## config.mk

```make
export PLATFORM = sky130hd
export DESIGN_NAME = scan_disp
export DESIGN_NICKNAME = d
export VERILOG_FILES = /design/src/rtl/disp_pkg.sv /design/src/rtl/bcd7seg.sv /design/src/rtl/scan_disp.sv
export SDC_FILE = /design/constraint.sdc
export NUM_CORES = 1
export LEC_CHECK = 0
export ABC_AREA = 1
export CORE_MARGIN = 2
export CORE_UTILIZATION = 60
export CTS_BUF_LIST = sky130_fd_sc_hd__clkbuf_8
export DETAILED_ROUTE_END_ITERATION = 10
export PLACE_DENSITY = 0.87
export SYNTH_ARGS = -nofsm -noshare
export SYNTH_HDL_FRONTEND = slang
export SYNTH_SLANG_ARGS = --single-unit
```

## constraint.sdc

```tcl
create_clock -name clk -period 4.52 [get_ports clk]
set_input_delay 0.904 -clock clk [delete_from_list [all_inputs] [get_ports clk]]
set_output_delay 0.904 -clock clk [all_outputs]
set_load 0.02 [all_outputs]
```

## src/rtl/disp_pkg.sv

```systemverilog
// Shared constants for the time display stage: segment codes, mode/field
// encodings and digit positions.
package disp_pkg;

   localparam int NUM_DIGITS = 6;

   // Active-low segment patterns, bit order g..a.
   localparam logic [6:0] SEG_0     = 7'h40;
   localparam logic [6:0] SEG_1     = 7'h79;
   localparam logic [6:0] SEG_2     = 7'h24;
   localparam logic [6:0] SEG_3     = 7'h30;
   localparam logic [6:0] SEG_4     = 7'h19;
   localparam logic [6:0] SEG_5     = 7'h12;
   localparam logic [6:0] SEG_6     = 7'h02;
   localparam logic [6:0] SEG_7     = 7'h78;
   localparam logic [6:0] SEG_8     = 7'h00;
   localparam logic [6:0] SEG_9     = 7'h10;
   localparam logic [6:0] SEG_BLANK = 7'h7F;

   localparam logic [1:0] MODE_SET = 2'b10;

   // Only the low bit of the field select matters (00/10 vs 01/11).
   localparam logic FLD_MIN  = 1'b0;
   localparam logic FLD_HOUR = 1'b1;

   localparam logic [2:0] DIG_SEC_LO  = 3'd0;
   localparam logic [2:0] DIG_SEC_HI  = 3'd1;
   localparam logic [2:0] DIG_MIN_LO  = 3'd2;
   localparam logic [2:0] DIG_MIN_HI  = 3'd3;
   localparam logic [2:0] DIG_HOUR_LO = 3'd4;
   localparam logic [2:0] DIG_HOUR_HI = 3'd5;

endpackage

```

## src/rtl/bcd7seg.sv

```systemverilog
// Combinational BCD to active-low 7-segment decoder; codes 10..15 are blank.
module bcd7seg
   import disp_pkg::*;
(
   input  logic [3:0] i_bcd,
   output logic [6:0] o_seg
);

   always_comb begin
      o_seg = SEG_BLANK;
      case (i_bcd)
         4'd0:    o_seg = SEG_0;
         4'd1:    o_seg = SEG_1;
         4'd2:    o_seg = SEG_2;
         4'd3:    o_seg = SEG_3;
         4'd4:    o_seg = SEG_4;
         4'd5:    o_seg = SEG_5;
         4'd6:    o_seg = SEG_6;
         4'd7:    o_seg = SEG_7;
         4'd8:    o_seg = SEG_8;
         4'd9:    o_seg = SEG_9;
         default: o_seg = SEG_BLANK;
      endcase
   end

endmodule

```

## src/rtl/scan_disp.sv

```systemverilog
// Six-digit multiplexed 7-segment driver with set-mode field blinking.
// Optional macro LEAD_ZERO_BLANK_EN suppresses a leading zero in the hours.
module scan_disp
   import disp_pkg::*;
#(
   parameter int SCAN_DIV  = 50000,
   parameter int BLINK_DIV = 12500000
) (
   input  logic       clk,
   input  logic       rst,
   input  logic [3:0] a,
   input  logic [3:0] b,
   input  logic [3:0] c,
   input  logic [3:0] d,
   input  logic [3:0] e,
   input  logic [3:0] f,
   input  logic [1:0] mk,
   input  logic [1:0] k1,
   output logic [5:0] sel,
   output logic [7:0] seg
);

   localparam int SCAN_W  = (SCAN_DIV  > 2) ? $clog2(SCAN_DIV)  : 1;
   localparam int BLINK_W = (BLINK_DIV > 2) ? $clog2(BLINK_DIV) : 1;
   localparam logic [SCAN_W-1:0]  SCAN_MAX  = SCAN_W'(SCAN_DIV - 1);
   localparam logic [BLINK_W-1:0] BLINK_MAX = BLINK_W'(BLINK_DIV - 1);

   logic [SCAN_W-1:0]  r_scan_cnt;
   logic [BLINK_W-1:0] r_blink_cnt;
   logic [2:0]         r_idx;
   logic               r_phase;
   logic [5:0]         r_sel;
   logic [7:0]         r_seg;

   logic [3:0] w_digit;
   logic [6:0] w_dec;
   logic       w_blank;
   logic       w_dp_n;
   logic [5:0] w_sel;

   always_comb begin
      w_digit = a;
      case (r_idx)
         DIG_SEC_LO:  w_digit = a;
         DIG_SEC_HI:  w_digit = b;
         DIG_MIN_LO:  w_digit = c;
         DIG_MIN_HI:  w_digit = d;
         DIG_HOUR_LO: w_digit = e;
         DIG_HOUR_HI: w_digit = f;
         default:     w_digit = a;
      endcase
   end

   bcd7seg u_dec (
      .i_bcd (w_digit),
      .o_seg (w_dec)
   );

   // Blink only the field under adjustment, during the dark half of the blink period.
   always_comb begin
      w_blank = 1'b0;
      if (mk == MODE_SET && r_phase) begin
         if (k1[0] == FLD_HOUR)
            w_blank = (r_idx == DIG_HOUR_LO) || (r_idx == DIG_HOUR_HI);
         else
            w_blank = (r_idx == DIG_MIN_LO) || (r_idx == DIG_MIN_HI);
      end
`ifdef LEAD_ZERO_BLANK_EN
      if (r_idx == DIG_HOUR_HI && f == 4'd0)
         w_blank = 1'b1;
`endif
   end

   assign w_dp_n = !((r_idx == DIG_MIN_LO) || (r_idx == DIG_HOUR_LO));
   assign w_sel  = ~(6'b000001 << r_idx);

   always_ff @(posedge clk) begin
      if (rst) begin
         r_scan_cnt  <= '0;
         r_idx       <= DIG_SEC_LO;
         r_blink_cnt <= '0;
         r_phase     <= 1'b0;
         r_sel       <= 6'h3F;
         r_seg       <= 8'hFF;
      end else begin
         if (r_scan_cnt == SCAN_MAX) begin
            r_scan_cnt <= '0;
            r_idx      <= (r_idx == DIG_HOUR_HI) ? DIG_SEC_LO : r_idx + 3'd1;
         end else begin
            r_scan_cnt <= r_scan_cnt + 1'b1;
         end

         if (r_blink_cnt == BLINK_MAX) begin
            r_blink_cnt <= '0;
            r_phase     <= ~r_phase;
         end else begin
            r_blink_cnt <= r_blink_cnt + 1'b1;
         end

         r_sel <= w_sel;
         r_seg <= {w_dp_n, (w_blank ? SEG_BLANK : w_dec)};
      end
   end

   assign sel = r_sel;
   assign seg = r_seg;

endmodule

```

# Word level (Yosys, flattened, before mapping)
# Memory sizes are Yosys's and may differ from the RTL's. A register that Yosys moved wholly into a read port is not among the register bits.
# Cells that the tools add are included.
# totals
output_inout_bits,14
rom_bits,112
register_bits,51
memories,1
# op_classes
n_bitwise,2
shift,1
n_reduce_logical,8
muxes,4
n_addsub,3
n_eq_ne,8
# mem_list
name,words,width,read_ports,rd_clocked_by_memory_dff,write_ports,line_no,rtl
(no name shown),16,7,1,1,0,bcd7seg.sv:11,case (i_bcd)
# ops
op,n
24-bit by 1-bit adder with 24-bit output (second input constant),1
24-bit equality test (second input constant),1
4-bit one-hot mux with 5 select lines,1
16-bit by 1-bit adder with 16-bit output (second input constant),1
16-bit equality test (second input constant),1
3-bit by 2-bit equality test with 1-bit output (second input constant),2
3-bit equality test (second input constant),2
6-bit NOT,1
2-bit OR reduction,3
1-bit by 3-bit << shifter with 6-bit output (first input constant),1
3-bit by 1-bit adder with 3-bit output (second input constant),1
3-bit by 1-bit equality test with 1-bit output (second input constant),1
1-bit logical OR,3
3-bit 2-to-1 mux,1
2-bit equality test (second input constant),1
1-bit 2-to-1 mux,2
1-bit logical AND,1
1-bit zero test,1
1-bit NOT,1

# Longest topological paths before layout
# Gate-level depths: netlist of run 1.
# logic_depth
depth_word,5
depth_mapped,14
depth_no_buf,13

# Cells and area by module
# From an unflattened synthesis of run 1, not the netlist that was laid out.
# unflattened
cells_unflattened,442
hier_area_um2,3031.7
# by_module_without_submodules
mod,seq_area_each_um2,cells_each,n_inst,area_per_inst_um2
scan_disp,1161.1,407,1,2844.0
bcd7seg,0.0,35,1,187.7

# Worst setup path before layout of run 1
# OpenSTA, ideal clock, no wires.
# synth_path
kind,input -> register
from,input port d[0]
to,register r_seg[1] (netlist: seg[1])
path_buffers,0
cell_stages,7
slack_ns,2.609
arrival_time_ns,1.853
setup_time_ns,0.058
required_time_ns,4.462
cell_sequence,nand2_1 > a21boi_0 > nand3_1 > inv_1 > ha_1 > or2_1 > nand2_1
# synth_between
elab_chain_len,1
# synth_lines
item,line_no,rtl
from (decl),scan_disp.sv:14,"input logic [3:0] d,"
4-bit one-hot mux with 5 select lines,scan_disp.sv:43,case (r_idx)
to (decl),scan_disp.sv:33,logic [7:0] r_seg;
# No other way between the ends.
# A chain may end at the register's enable or synchronous reset.

# Worst setup path in the final report of run 1
# layout_path
from,input port rst
to,register r_blink_cnt[4]
# layout_between
elab_chain_len,1
# layout_lines
item,line_no,rtl
from (decl),scan_disp.sv:10,"input logic rst,"
2-bit OR reduction (no line),--,
to (signal assigned),scan_disp.sv:97,r_blink_cnt <= r_blink_cnt + 1'b1;
to (decl),scan_disp.sv:29,logic [BLINK_W-1:0] r_blink_cnt;
# No other way between the ends.

==> flow_metrics.py, run 1 <==
metrics = {
    "setup_path": {
        "crit_chain": "clkdlybuf4s50_1, inv_1, nand2_1, nor3b_1",
        "crit_required_ns": 4.75,
        "cp.arrival_ns": 2.65,
        "reg2reg_slack_ns": 2.25,
        "r2r_cells": 9,
        "critPathCaptureType": "flop",
        "cp.buffers_inverters": 2,
        "cp-endpoint": "r_blink_cnt[4]",
        "crit_type": "in2reg",
        "worstSetupStartpointType": "input port",
        "cp.depth": 4,
        "reg2reg_to": "seg[1]",
        "slowest_stage": "nand2_1",
        "max_stage_delay_ns": 0.58,
        "worst_path_dominant_cell_family": "simple AND/OR/NAND/NOR gates",
        "critical_path.startpoint": "rst",
        "r2r_start": "r_idx[2]",
        "crit_path_max_fanout": 23,
    },
    "global_route": {
        "use_met1_pct": 32.18,
        "met2_usage_pct": 43.35,
        "grt_pass1_vias": 2577,
        "grt_busiest_layer": "met2",
        "grt_usage_pct": 25.78,
        "grt_max_degree": 24,
        "grtUsageMet3_pct": 3.659,
        "grt_remaining_overflow": 0,
        "antenna_found_initial": 0,
        "grt_pass1_wl_um": 10880,
    },
    "clock_tree": {
        "hold_buffers": 0,
        "post_cts_buffers": 0,
        "cts_buffers": 9,
        "cts_resized": 0,
        "clk_latency_ns": 0.33,
        "htreeDepth": 3,
        "clock-sinks": 58,
        "root_buffer": "clkbuf_8",
        "clk_path_buf_depth": 2,
        "cts.reportedPaths.clkPinSlew_ns": 0.06,
        "cts_tree": "done",
    },
    "pwr": {
        "p_leak_nw": 1.440,
        "total_power_mw": 0.9778,
        "ir_drop_mv": 0.1918,
        "pwr_density_cell_nw_per_um2": 272.7,
    },
    "logic_synthesis": {
        "synth_fp_nets": 481,
        "avgSynthCellArea_sq_um": 6.655,
        "yosysUniqueCellTypes": 32,
        "synth_seq_cells": 58,
        "synth_area_sq_um": 2962,
        "syn_inst": 445,
        "yosysTopAreaCell": "dfxtp_1",
        "yosys_warnings": 0,
        "yosysTopAreaCellShare_pct": 39.21,
        "yosys-top-cells-area": "dfxtp_1, nand2_1, inv_1, nor2_1, nand3_1",
        "ys_seq_area_share_pct": 39.21,
    },
    "placed_design": {
        "place_area_sq_um": 3435,
        "place_inst": 548,
        "port_buffers": 42,
        "finalWeightedCongestion": 0.8833,
        "hpwlAfterDp_um": 5190,
    },
    "layout": {
        "final_nets": 528,
        "final_core_util_pct": 75.42,
        "drive_gt1_share_pct": 6.048,
        "final_cells": 563,
        "antenna_cells": 0,
        "syn2layout_area_growth_pct": 21.08,
        "fin_area_sq_um": 3586,
    },
    "route": {
        "wire_per_inst_um": 11.91,
        "drt_iter0_drc": 185,
        "drt_wl_total_um": 6705,
        "num_vias": 2923,
        "vias_per_cell": 5.192,
        "ant_nets": 0,
        "drc": 0,
        "dr.pass1.iters": 8,
    },
    "sta": {
        "achievable-frequency_mhz": 413.8,
        "final.setup.tns_ns": 0,
        "period_minus_slack_ns": 2.417,
        "slew_headroom_pct": 47.66,
        "worst_pin_slew_ns": 0.7832,
        "clock_skew_ns": 0.008277,
        "slew_viol_final": 0,
        "finalSetupViolCount": 0,
        "finalHoldViolations": 0,
        "rsz0062_at_grt": "no",
        "finalCritPeriodShare_pct": 53.47,
    },
    "job": {
        "drv_cap": 0,
    },
    "die": {
        "initial_core_util_pct": 62.29,
        "ios": 44,
        "dieArea_sq_um": 5514,
        "die_h_um": 74.26,
        "chipWidth_um": 74.26,
        "row_count": 25,
        "core_sq_um": 4755,
    },
    "min_path": {
        "min_path_type": "reg2reg",
    },
    "outcome": {
        "status": "complete, no violations",
    },
}
## power breakdown
part | leakage (nW) | internal [mW] | switching, mW | total, mW
combinational | 0.878 | 0.0410 | 0.0354 | 0.0763
clock | 0.0910 | 0.187 | 0.189 | 0.376
sequential | 0.471 | 0.521 | 0.00478 | 0.526
total | 1.44 | 0.749 | 0.229 | 0.978
## cell usage in the layout (no fill, tap or decap), drive strengths merged
cell type	instances
nand2	121
inv	63
dfxtp	58
nor2	54
clkdlybuf4s50	42
nand3	38
nor3	25
a21oi	22
nand4	21
clkbuf	9
o21ai	7
or2	7
xor2	6
ha	6
clkinv	5
a31oi	3
nor3b	3
a21boi	1
o2111ai	1
nand3b	1
nor4	1
and3	1
xnor2	1
## flip-flops by register name, summed over array words and instances, names as in the netlist
signal	count
r_blink_cnt	24
seg	8
sel	6
r_idx	3
r_phase	1
r_scan_cnt	16
## Yosys cell counts (all sizes together)
cell	number
clkbuf	1
o21ai	7
nor2	54
nand2	121
a21boi	1
a31oi	3
and3	1
xnor2	1
nor4	1
nand4	21
clkinv	1
nor3b	3
nand3b	1
nor3	25
a21oi	22
nand3	38
buf	5
dfxtp	58
or2	7
inv	61
o2111ai	1
xor2	6
ha	6
## stage by stage
stage / worst slack (ns) / hold slack, ns
floorplan: 2.609 / 0.4175
global placement: 1.853 / 0.4283
detailed placement: 1.789 / 0.4389
CTS: 2.117 / 0.4474
global route: 1.992 / 0.4585
finish: 2.103 / 0.4463
## metal layers
metal | wire length (um) | part of all wire, % | vias to the layer above
met5 | 0 | 0 | -
met4 | 207 | 3.1 | 0
met3 | 241 | 3.6 | 20
met2 | 3270 | 49 | 75
met1 | 2986 | 45 | 1301
li1 | - | - | 1527
## cells by family (layout without fill, tap and decap cells)
kind of cell | after synthesis | count (layout) | share of synthesized area, %
simple gates | 272 | 272 | 41.19
buf+inv | 68 | 119 | 8.914
flops | 58 | 58 | 39.21
compound gates | 34 | 34 | 6.084
xor+xnor | 7 | 7 | 2.070
fa+ha+maj | 6 | 6 | 2.535
## worst min path at each step
stage | from | endpoint | slack, ns | cells past startpoint
2_1_floorplan | r_scan_cnt[0] | r_scan_cnt[0] | 0.42 | 1
3_3_place_gp | r_scan_cnt[0] | r_scan_cnt[0] | 0.43 | 1
3_5_place_dp | r_scan_cnt[0] | r_scan_cnt[0] | 0.44 | 1
4_1_cts | r_scan_cnt[0] | r_scan_cnt[0] | 0.45 | 1
5_1_grt | r_scan_cnt[0] | r_scan_cnt[0] | 0.46 | 1
6_report | r_scan_cnt[0] | r_scan_cnt[0] | 0.45 | 1
## final cells by class
type                            instances  area, sq um
Multi-Input combinational cell        319         1536
Clock buffer                            9        123.9
Sequential cell                        58         1161
Tap cell                               67        83.83
Clock inverter                          6        27.53
Timing Repair Buffer                   42        420.4
Fill cell                             394         1169
Inverter                               62        232.7
No activity file was read; power rests on OpenSTA's default activity.
==> run 2: changes to the inputs <==
--- a/config.mk
+++ b/config.mk
@@ -7,10 +7,10 @@
 export LEC_CHECK = 0
 export ABC_AREA = 1
 export CORE_MARGIN = 2
-export CORE_UTILIZATION = 60
+export CORE_UTILIZATION = 51
 export CTS_BUF_LIST = sky130_fd_sc_hd__clkbuf_8
 export DETAILED_ROUTE_END_ITERATION = 10
-export PLACE_DENSITY = 0.87
+export PLACE_DENSITY = 0.79
 export SYNTH_ARGS = -nofsm -noshare
 export SYNTH_HDL_FRONTEND = slang
 export SYNTH_SLANG_ARGS = --single-unit
==> constraint.sdc (replaced) <==
create_clock -name clk -period 2 [get_ports clk]
set_input_delay 0.4 -clock clk [delete_from_list [all_inputs] [get_ports clk]]
set_output_delay 0.4 -clock clk [all_outputs]
set_load 0.02 [all_outputs]
==> run 2 against run 1 <==
Net effect:
- die area is 17% higher
- hold slack gained 0.014 ns
- power up 150%
- wire length rose by 0.57%
- sequential power rose by 130%
- critical path depth rose by 6
- design area increased by 4.0%
- first-iteration DRC count fell by 16%
- utilization down 8.5 points
- register-to-register slack lost 2.0 ns
- critical path type is now reg2reg
- clock power rose to 2.8 times the previous value
- largest cell class unchanged
- sequential share of layout area decreased by 1.2 points
==> flow_metrics.py, run 2 (synthesized netlist as in run 1, its figures left out) <==
metrics = {
    "global_route": {
        "grt_max_degree": 24,
        "grt_pass1_vias": 2724,
        "grt_pass1_wl_um": 11290,
        "antenna_found_initial": 0,
        "grt_usage_pct": 22.33,
        "grt_remaining_overflow": 0,
    },
    "sta": {
        "slew_headroom_pct": 71.82,
        "slew_viol_final": 0,
        "finalHoldViolations": 0,
        "clock_skew_ns": 0.004873,
        "finalCritPeriodShare_pct": 89.04,
        "achievable-frequency_mhz": 561.5,
        "rsz0062_at_grt": "no",
        "worst_pin_slew_ns": 0.4195,
        "final.setup.tns_ns": 0,
        "period_minus_slack_ns": 1.781,
        "finalSetupViolCount": 0,
    },
    "clock_tree": {
        "cts_tree": "done",
        "post_cts_buffers": 0,
        "root_buffer": "clkbuf_8",
        "cts.reportedPaths.clkPinSlew_ns": 0.06,
        "htreeDepth": 3,
        "cts_buffers": 9,
        "clk_latency_ns": 0.34,
        "clk_path_buf_depth": 2,
        "hold_buffers": 0,
        "clock-sinks": 58,
    },
    "setup_path": {
        "r2r_cells": 10,
        "crit_path_max_fanout": 6,
        "crit_type": "reg2reg",
        "critPathCaptureType": "flop",
        "cp.arrival_ns": 2.06,
        "crit_required_ns": 2.28,
        "worstSetupStartpointType": "flop",
    },
    "route": {
        "dr.pass1.iters": 5,
        "drt_iter0_drc": 155,
        "vias_per_cell": 5.157,
        "num_vias": 2986,
        "wl_met2_um": 3353,
        "routed.top_layer": "met4",
        "ant_nets": 0,
        "drt_wl_total_um": 6743,
        "route.layer.met1.wl_um": 3021,
        "wl_met3_um": 283,
        "wire_per_inst_um": 11.65,
        "drc": 0,
    },
    "placed_design": {
        "hpwlAfterDp_um": 5329,
        "finalWeightedCongestion": 0.9298,
        "place_inst": 563,
        "port_buffers": 42,
    },
    "pwr": {
        "sequentialPowerShare_pct": 48.8,
        "clkPwrFrac_pct": 43.5,
        "swShare_pct": 22.75,
        "pwr_density_cell_nw_per_um2": 652.1,
        "ir_drop_mv": 0.3893,
        "cellInternalPower_mw": 1.878,
        "switching_power_mw": 0.5531,
        "power_frac_comb_pct": 7.7,
        "p_leak_nw": 1.509,
    },
    "layout": {
        "seq_area_sq_um": 1161,
        "multiInputGateArea_sq_um": 1541,
        "final_cells": 579,
        "antenna_cells": 0,
        "final_cell_mix": "nand2_1, dfxtp_1, inv_1, nor2_1, clkdlybuf4s50_1",
        "final_core_util_pct": 66.89,
        "largest_reg_flops": 24,
        "syn2layout_area_growth_pct": 25.90,
        "regMostFlops": "r_blink_cnt",
        "final_common_cell": "nand2_1",
        "n_fill_cell": 502,
        "final_nets": 538,
        "drive_gt1_share_pct": 8.679,
    },
    "die": {
        "row_count": 27,
        "dieArea_sq_um": 6433,
        "initial_core_util_pct": 53.13,
        "die_h_um": 80.21,
        "core_sq_um": 5574,
        "ios": 44,
        "chipWidth_um": 80.21,
    },
    "min_path": {
        "min_path_type": "reg2reg",
        "min_path_cells": 1,
    },
    "job": {
        "drv_cap": 0,
    },
    "outcome": {
        "status": "complete, no violations",
    },
}
-- run 2: worst max-delay path: stages, from the launching register on --
cell and delay, ns:
dfxtp_1 0.34, buf_4 0.17, inv_2 0.08, nand2_1 0.07, nor2_1 0.17, a21boi_0 0.11
nand3_1 0.11, inv_1 0.08, ha_1 0.30, or2_1 0.22, nand2_1 0.06
-- run 2: cell type report --
type / count / area share (%)
Multi-Input combinational cell: 319 / 41.34
Sequential cell: 58 / 31.14
Timing Repair Buffer: 52 / 13.62
Inverter: 62 / 6.242
Clock buffer: 10 / 3.691
Tap cell: 72 / 2.416
Clock inverter: 6 / 1.544
-- run 2: metal layers --
layer | track usage [%] | vias up
met2 | 37.50 | 61
met4 | 8.136 | 0
met5 | 0 | -
met3 | 5.730 | 8
li1 | - | 1561
met1 | 27.46 | 1356
-- run 2: final timing paths --
path,from,to,slack [ns]
worst max-delay path,r_idx[0],seg[1],0.22
worst min-delay path,r_scan_cnt[0],r_scan_cnt[0],0.46
worst max register to register,r_idx[0],seg[1],0.22
worst min register to register,r_scan_cnt[0],r_scan_cnt[0],0.46
-- run 2: stage by stage --
step / power, mW / setup slack, ns / hold WS [ns] / area [sq um]
2_1_floorplan: 1.296 / 0.1950 / 0.4175 / 2962
3_3_place_gp: 1.395 / 0.1271 / 0.4293 / 3528
3_5_place_dp: 1.401 / 0.08541 / 0.4590 / 3528
4_1_cts: 2.449 / 0.1417 / 0.4655 / 3724
5_1_grt: 2.515 / 0.02830 / 0.4871 / 3729
6_report: 2.431 / 0.2191 / 0.4600 / 3729
-- run 2: power groups by stage --
| stage | Sequential, mW | Clock [mW] | Combinational [mW] |
|---|---|---|---|
| after floorplan | 1.23 | 0 | 0.0689 |
| after global placement | 1.21 | 0 | 0.183 |
| after detailed placement | 1.21 | 0 | 0.188 |
| after CTS | 1.19 | 1.07 | 0.188 |
| after global routing | 1.19 | 1.12 | 0.204 |
| final | 1.19 | 1.06 | 0.187 |
-- run 2: timing repair --
| item | 4_1_cts | 5_1_grt |
|---|---|---|
| gates resized for setup | 0 | 2 |
| hold endpoints to repair | 0 | 0 |
| endpoints found under the setup margin | 0 | 5 |
